## src/rtl/proc_ctrl_fsm.sv

```systemverilog
// Multi-cycle control unit: decodes one latched instruction into register-file, A/G and bus controls.
// Latency: done one cycle after the run-sample edge for mvi/mv/illegal, three cycles for ALU ops.
// Backpressure: none; run is sampled only in IDLE and ignored while busy.
module proc_ctrl_fsm #(
    parameter int NREGS  = 8,
    parameter int RSEL_W = 3
) (
    input  logic              clk,
    input  logic              resetn,
    input  logic              run,
    input  logic [2:0]        func,
    input  logic [RSEL_W-1:0] rx,
    input  logic [RSEL_W-1:0] ry,
    output logic              busy,
    output logic              done,
    output logic              illegal,
    output logic              din_out,
    output logic              a_in,
    output logic              g_in,
    output logic              g_out,
    output logic [1:0]        alu_op,
    output logic [NREGS-1:0]  r_in,
    output logic [NREGS-1:0]  r_out
);

    localparam logic [2:0] OP_MVI = 3'b000;
    localparam logic [2:0] OP_MV  = 3'b001;
    localparam logic [2:0] OP_ADD = 3'b010;
    localparam logic [2:0] OP_XOR = 3'b011;
    localparam logic [2:0] OP_SUB = 3'b100;
    localparam logic [2:0] OP_AND = 3'b101;

    typedef enum logic [1:0] {
        IDLE = 2'd0,
        T1   = 2'd1,
        T2   = 2'd2,
        T3   = 2'd3
    } state_t;

    state_t            state;
    logic [2:0]        lat_func;
    logic [RSEL_W-1:0] lat_rx;
    logic [RSEL_W-1:0] lat_ry;

    // Decoded select of a register index; all-zero when the index is beyond NREGS,
    // which doubles as the out-of-range detector for that select.
    function automatic logic [NREGS-1:0] sel_onehot(input logic [RSEL_W-1:0] sel);
        logic [NREGS-1:0] oh;
        oh = '0;
        for (int i = 0; i < NREGS; i++) begin
            if (sel == RSEL_W'(i)) begin
                oh[i] = 1'b1;
            end
        end
        return oh;
    endfunction

    logic [NREGS-1:0] rx_oh;
    logic [NREGS-1:0] ry_oh;
    logic             op_bad;
    logic             uses_ry;
    logic             is_ill;
    logic             is_alu;
    logic [1:0]       alu_code;

    // Instruction classification from the latched fields only
    always_comb begin
        rx_oh    = sel_onehot(lat_rx);
        ry_oh    = sel_onehot(lat_ry);
        op_bad   = (lat_func[2:1] == 2'b11);
        uses_ry  = (lat_func != OP_MVI);
        is_ill   = op_bad || (rx_oh == '0) || (uses_ry && (ry_oh == '0));
        is_alu   = (lat_func == OP_ADD) || (lat_func == OP_XOR) ||
                   (lat_func == OP_SUB) || (lat_func == OP_AND);
        case (lat_func)
            OP_SUB:  alu_code = 2'b01;
            OP_XOR:  alu_code = 2'b10;
            OP_AND:  alu_code = 2'b11;
            default: alu_code = 2'b00;
        endcase
    end

    // Step sequencing and instruction latch; fields are captured only on the IDLE run sample
    always_ff @(posedge clk or negedge resetn) begin
        if (!resetn) begin
            state    <= IDLE;
            lat_func <= '0;
            lat_rx   <= '0;
            lat_ry   <= '0;
        end else begin
            case (state)
                IDLE: begin
                    if (run) begin
                        lat_func <= func;
                        lat_rx   <= rx;
                        lat_ry   <= ry;
                        state    <= T1;
                    end
                end
                T1:      state <= (!is_ill && is_alu) ? T2 : IDLE;
                T2:      state <= T3;
                T3:      state <= IDLE;
                default: state <= IDLE;
            endcase
        end
    end

    // Control outputs decode straight from state and latch so reset clears them immediately
    always_comb begin
        busy    = (state != IDLE);
        done    = 1'b0;
        illegal = 1'b0;
        din_out = 1'b0;
        a_in    = 1'b0;
        g_in    = 1'b0;
        g_out   = 1'b0;
        alu_op  = 2'b00;
        r_in    = '0;
        r_out   = '0;
        case (state)
            T1: begin
                if (is_ill) begin
                    done    = 1'b1;
                    illegal = 1'b1;
                end else if (lat_func == OP_MVI) begin
                    din_out = 1'b1;
                    r_in    = rx_oh;
                    done    = 1'b1;
                end else if (lat_func == OP_MV) begin
                    r_out   = ry_oh;
                    r_in    = rx_oh;
                    done    = 1'b1;
                end else begin
                    r_out   = rx_oh;
                    a_in    = 1'b1;
                end
            end
            T2: begin
                r_out  = ry_oh;
                g_in   = 1'b1;
                alu_op = alu_code;
            end
            T3: begin
                g_out = 1'b1;
                r_in  = rx_oh;
                done  = 1'b1;
            end
            default: ;
        endcase
    end

endmodule
```

## config.mk

```make
export PLATFORM = sky130hd
export DESIGN_NAME = proc_ctrl_fsm
export DESIGN_NICKNAME = d
export VERILOG_FILES = /design/src/rtl/proc_ctrl_fsm.sv
export SDC_FILE = /design/constraint.sdc
export NUM_CORES = 1
export LEC_CHECK = 0
export BUFFER_PORTS_ARGS = -buffer_cell sky130_fd_sc_hd__clkbuf_2
export CORE_ASPECT_RATIO = 0.8
export CORE_MARGIN = 2
export CORE_UTILIZATION = 35
export DETAILED_ROUTE_END_ITERATION = 7
export PLACE_DENSITY = 0.7
export SLEW_MARGIN = 20
export SYNTH_ARGS = -nofsm -noshare
export SYNTH_HDL_FRONTEND = slang
export SYNTH_SLANG_ARGS = --single-unit
```

## constraint.sdc

```tcl
create_clock -name clk -period 1.6 [get_ports clk]
set_input_delay 0.08 -clock clk [delete_from_list [all_inputs] [get_ports clk]]
set_output_delay 0.08 -clock clk [all_outputs]
set_load 0.03 [all_outputs]
```

==> metrics.md <==
| Metric | Value |
|---|---|
| Clk pwr share | `0.045` |
| Vias in the first global route | `1,101` |
| DP Wirelength | `2.210 mm` |
| # fillers | `206` |
| Final setup margin | `-0.3010 ns` |
| Layout net count | `197` |
| Static Leakage | `0.7412 nW` |
| TritonCTS clock tree | `built` |
| Worst slack at placement | `-0.05809 ns` |
| CP top delay family | `flip-flops` |
| RePlAce Congestion | `0.7717` |
| Hold EP | `lat_rx[1]` |
| Detailed Route WL | `3.320 mm` |
| IO buf count | `36` |
| CP bufs+invs | `2` |
| Area of the multi-input gates | `954.7 um^2` |
| RSZ-0062 raised after global routing | `true` |
| Core area | `2765 um^2` |
| CP max stage cell | `dfrtp_2` |
| Failing checks | `negative setup slack` |
| Number of distinct library cells after synthesis | `28` |
| Register-to-register setup slack | `0.10 ns` |
| Fin cells | `214` |
| CP cell instances | `ha_4 > nor2b_1 > buf_4 > o211ai_1 > a211oi_4 > clkbuf_8` |
| Critical-path maximum fanout | `8` |
| Met2 wire len | `1.715 mm` |
| Insertion delay to the later sink of the worst-skew pair | `0.26 ns` |
| Final Hold Vio Count | `0` |
| Most common cell after layout, fill and taps aside | `buf_4` |
| Root buf cell | `clkbuf_4` |
| Top Layer Used | `met4` |
| PwrDens | `2188 nW/um^2` |
| Die Width | `64.35 um` |
| Area grow syn2layout | `80.86%` |
| Total vias in the final route | `1,132` |
| Wl on met1 | `1.386 mm` |
| Combinational share of power | `0.760` |
| Tmin final | `1.901 ns` |
| Nature of the critical path endpoint | `primary output` |
| Sequential Power Share | `0.195` |
| Crit Reg-Reg Endpoint | `lat_ry[0]` |
| Crit start category | `flip-flop` |
| Net Sw Frac | `0.5101` |
| H-tree levels | `1` |
| CTS buffer count | `3` |
| Row count | `17` |
| Initial Util | `0.3688` |
| Least-Margin Pin Slew | `0.5240 ns` |
| FF-to-FF path depth | `5` |
| Metal3 WL | `164 um` |
| Share of the yosys chip area belonging to registers | `0.2699` |
| Top-Level Pins | `37` |
| GRT overflow | `0` |
| Total Power | `4.035 mW` |
| WL/cell | `15.51 um` |
| Layout cells sized above 1 | `0.6307` |
| Data arrival, critical path | `1.82 ns` |
| Hold_sp | `rx[1]` |
| FMAX | `0.5260 GHz` |
| Vias per Instance | `5.290` |
| Slew headroom | `0.6507` |
| NetSw | `2.058 mW` |
| Largest net degree at the start of global routing | `14` |
| Syn nets | `144` |
| First-pass GRT wire length | `5.092 mm` |
| Synthesized flop and latch total | `11` |
| ANT cells | `0` |
| Skew final | `0.003954 ns` |
| Post-synthesis instance total | `124` |
| TritonRoute pass-1 iters | `4` |
| Hold Crit Class | `primary input to flip-flop` |
| Cell Area, Synth | `1020 um^2` |
| Initial antenna violation count | `0` |
| Register area | `281.5 um^2` |
| Die area | `3364 um^2` |
| DR DRC count | `0` |
| Reg clk slew, reported paths | `0.06 ns` |
| Post-DRT Antenna Nets | `0` |
| Iteration-0 DRC Markers | `32` |
| YS warnings | `0` |
| Endpoints failing setup | `18` |
| Cell Area, Placed | `1419 um^2` |
| Final worst-path cycle share | `1.188` |
| Most frequent cells in the layout | `buf_4, clkbuf_2, clkbuf_8` |
| Total GRT Usage | `0.1990` |
| Peak supply drop | `0.9908 mV` |
| Hold Path Depth | `2` |
| Post-layout instance area | `1844 um^2` |
| CP Class | `flip-flop to primary output` |
| Max-cap violations | `0` |
| CP max stage delay | `0.45 ns` |
| Avg Cell Area, Syn | `8.224 um^2` |
| Die Y | `52.28 um` |
| Pins Over Slew Limit | `0` |
| Required time worst endpoint | `1.52 ns` |
| Int Pwr | `1.977 mW` |
| Status | `finished with violations` |
| Cells after DPL | `200` |
| Clk buf depth | `2` |
| # clock sinks | `11` |
[worst max path at each step]
stage,from,to,slack [ns],cells past startpoint
after floorplan,lat_func[1],r_in[1],-0.04,4
after global placement,flip-flop,r_out[2],-0.002,7
after detailed placement,flip-flop,r_out[3],-0.06,7
after CTS,lat_func[1],r_out[3],-0.30,6
after global routing,lat_func[1],r_out[3],-0.39,6
final,lat_func[1],r_out[3],-0.30,6
[cell type report]
cell class	instances	area share
Clock buffer	4	0.01425
Multi-Input combinational cell	98	0.5176
Inverter	7	0.01764
Tap cell	38	0.02578
Timing Repair Buffer	56	0.2720
Sequential cell	11	0.1526
[power groups by stage]
| stage | registers [mW] | logic, mW | clock network [mW] |
|---|---|---|---|
| floorplan | 0.528 | 1.77 | 0 |
| global placement | 0.665 | 2.13 | 0 |
| detailed placement | 0.696 | 2.19 | 0 |
| CTS | 0.722 | 2.75 | 0.192 |
| global route | 0.812 | 3.28 | 0.208 |
| finish | 0.787 | 3.07 | 0.181 |
[worst reg2reg max path: stages, from the launching register on]
cell     delay (ns)
dfrtp_1        0.37
inv_2          0.06
buf_4          0.14
ha_4           0.16
nand2_1        0.28
mux2_2         0.39
[registers in the layout (all words and copies together) (netlist names), named ones only]
register	flops
lat_rx	3
lat_func	3
lat_ry	3
state	1
[metal layers]
metal  vias up  global-route usage
li1        545                   -
met1       545              0.2407
met2        34              0.3733
met3         8             0.01720
met4         0             0.07092
met5         -                   0
[cells by family after synthesis]
logic type | Yosys count | share of synthesized area
xor gates and xnor gates | 1 | 0.008591
DFF | 11 | 0.2699
buffers and inverters | 16 | 0.06749
AOI/OAI and AO/OA | 30 | 0.1890
adders and majority gates | 8 | 0.09816
muxes | 9 | 0.09939
and+or+nand+nor | 49 | 0.2675
[repair_timing]
item,in CTS,in global routing
endpoints found under the hold margin,11,0
gates resized for setup,49,42
setup buffers,5,3
setup endpoints to repair,18,22
pin swaps,6,12
hold buffers,1,0
gates cloned,1,0
[through the flow]
stage                TNS [ns]    util  hold WS, ns
finish                 -3.750  0.6670      0.04377
global route           -5.515  0.6670      0.03830
CTS                    -3.357  0.6244      0.03391
detailed placement    -0.2898  0.5131     -0.03928
global placement    -0.005088  0.5131     -0.04182
floorplan             -0.1902       -      -0.2156
[synthesized netlist by cell type, drive strengths merged]
cell,count,share of area
dfrtp,11,0.27
nor2,10,0.037
mux2,9,0.099
ha,8,0.098
o211ai,8,0.059
a21oi,7,0.034
buf,7,0.034
inv,7,0.026
a211oi,6,0.044
nand2,6,0.022
nor2b,5,0.031
nor3,5,0.025
o21ai,5,0.025
nand2b,4,0.025
nand3,4,0.020
nor3b,4,0.029
and3b,3,0.026
a31oi,2,0.012
and2,2,0.012
and3,2,0.012
clkbuf,2,0.0074
nand4,1,0.0061
nor4b,1,0.0086
o21bai,1,0.0074
o31ai,1,0.0074
or3,1,0.0061
or3b,1,0.0086
xor2,1,0.0086
No activity file was read; power rests on OpenSTA's default activity.
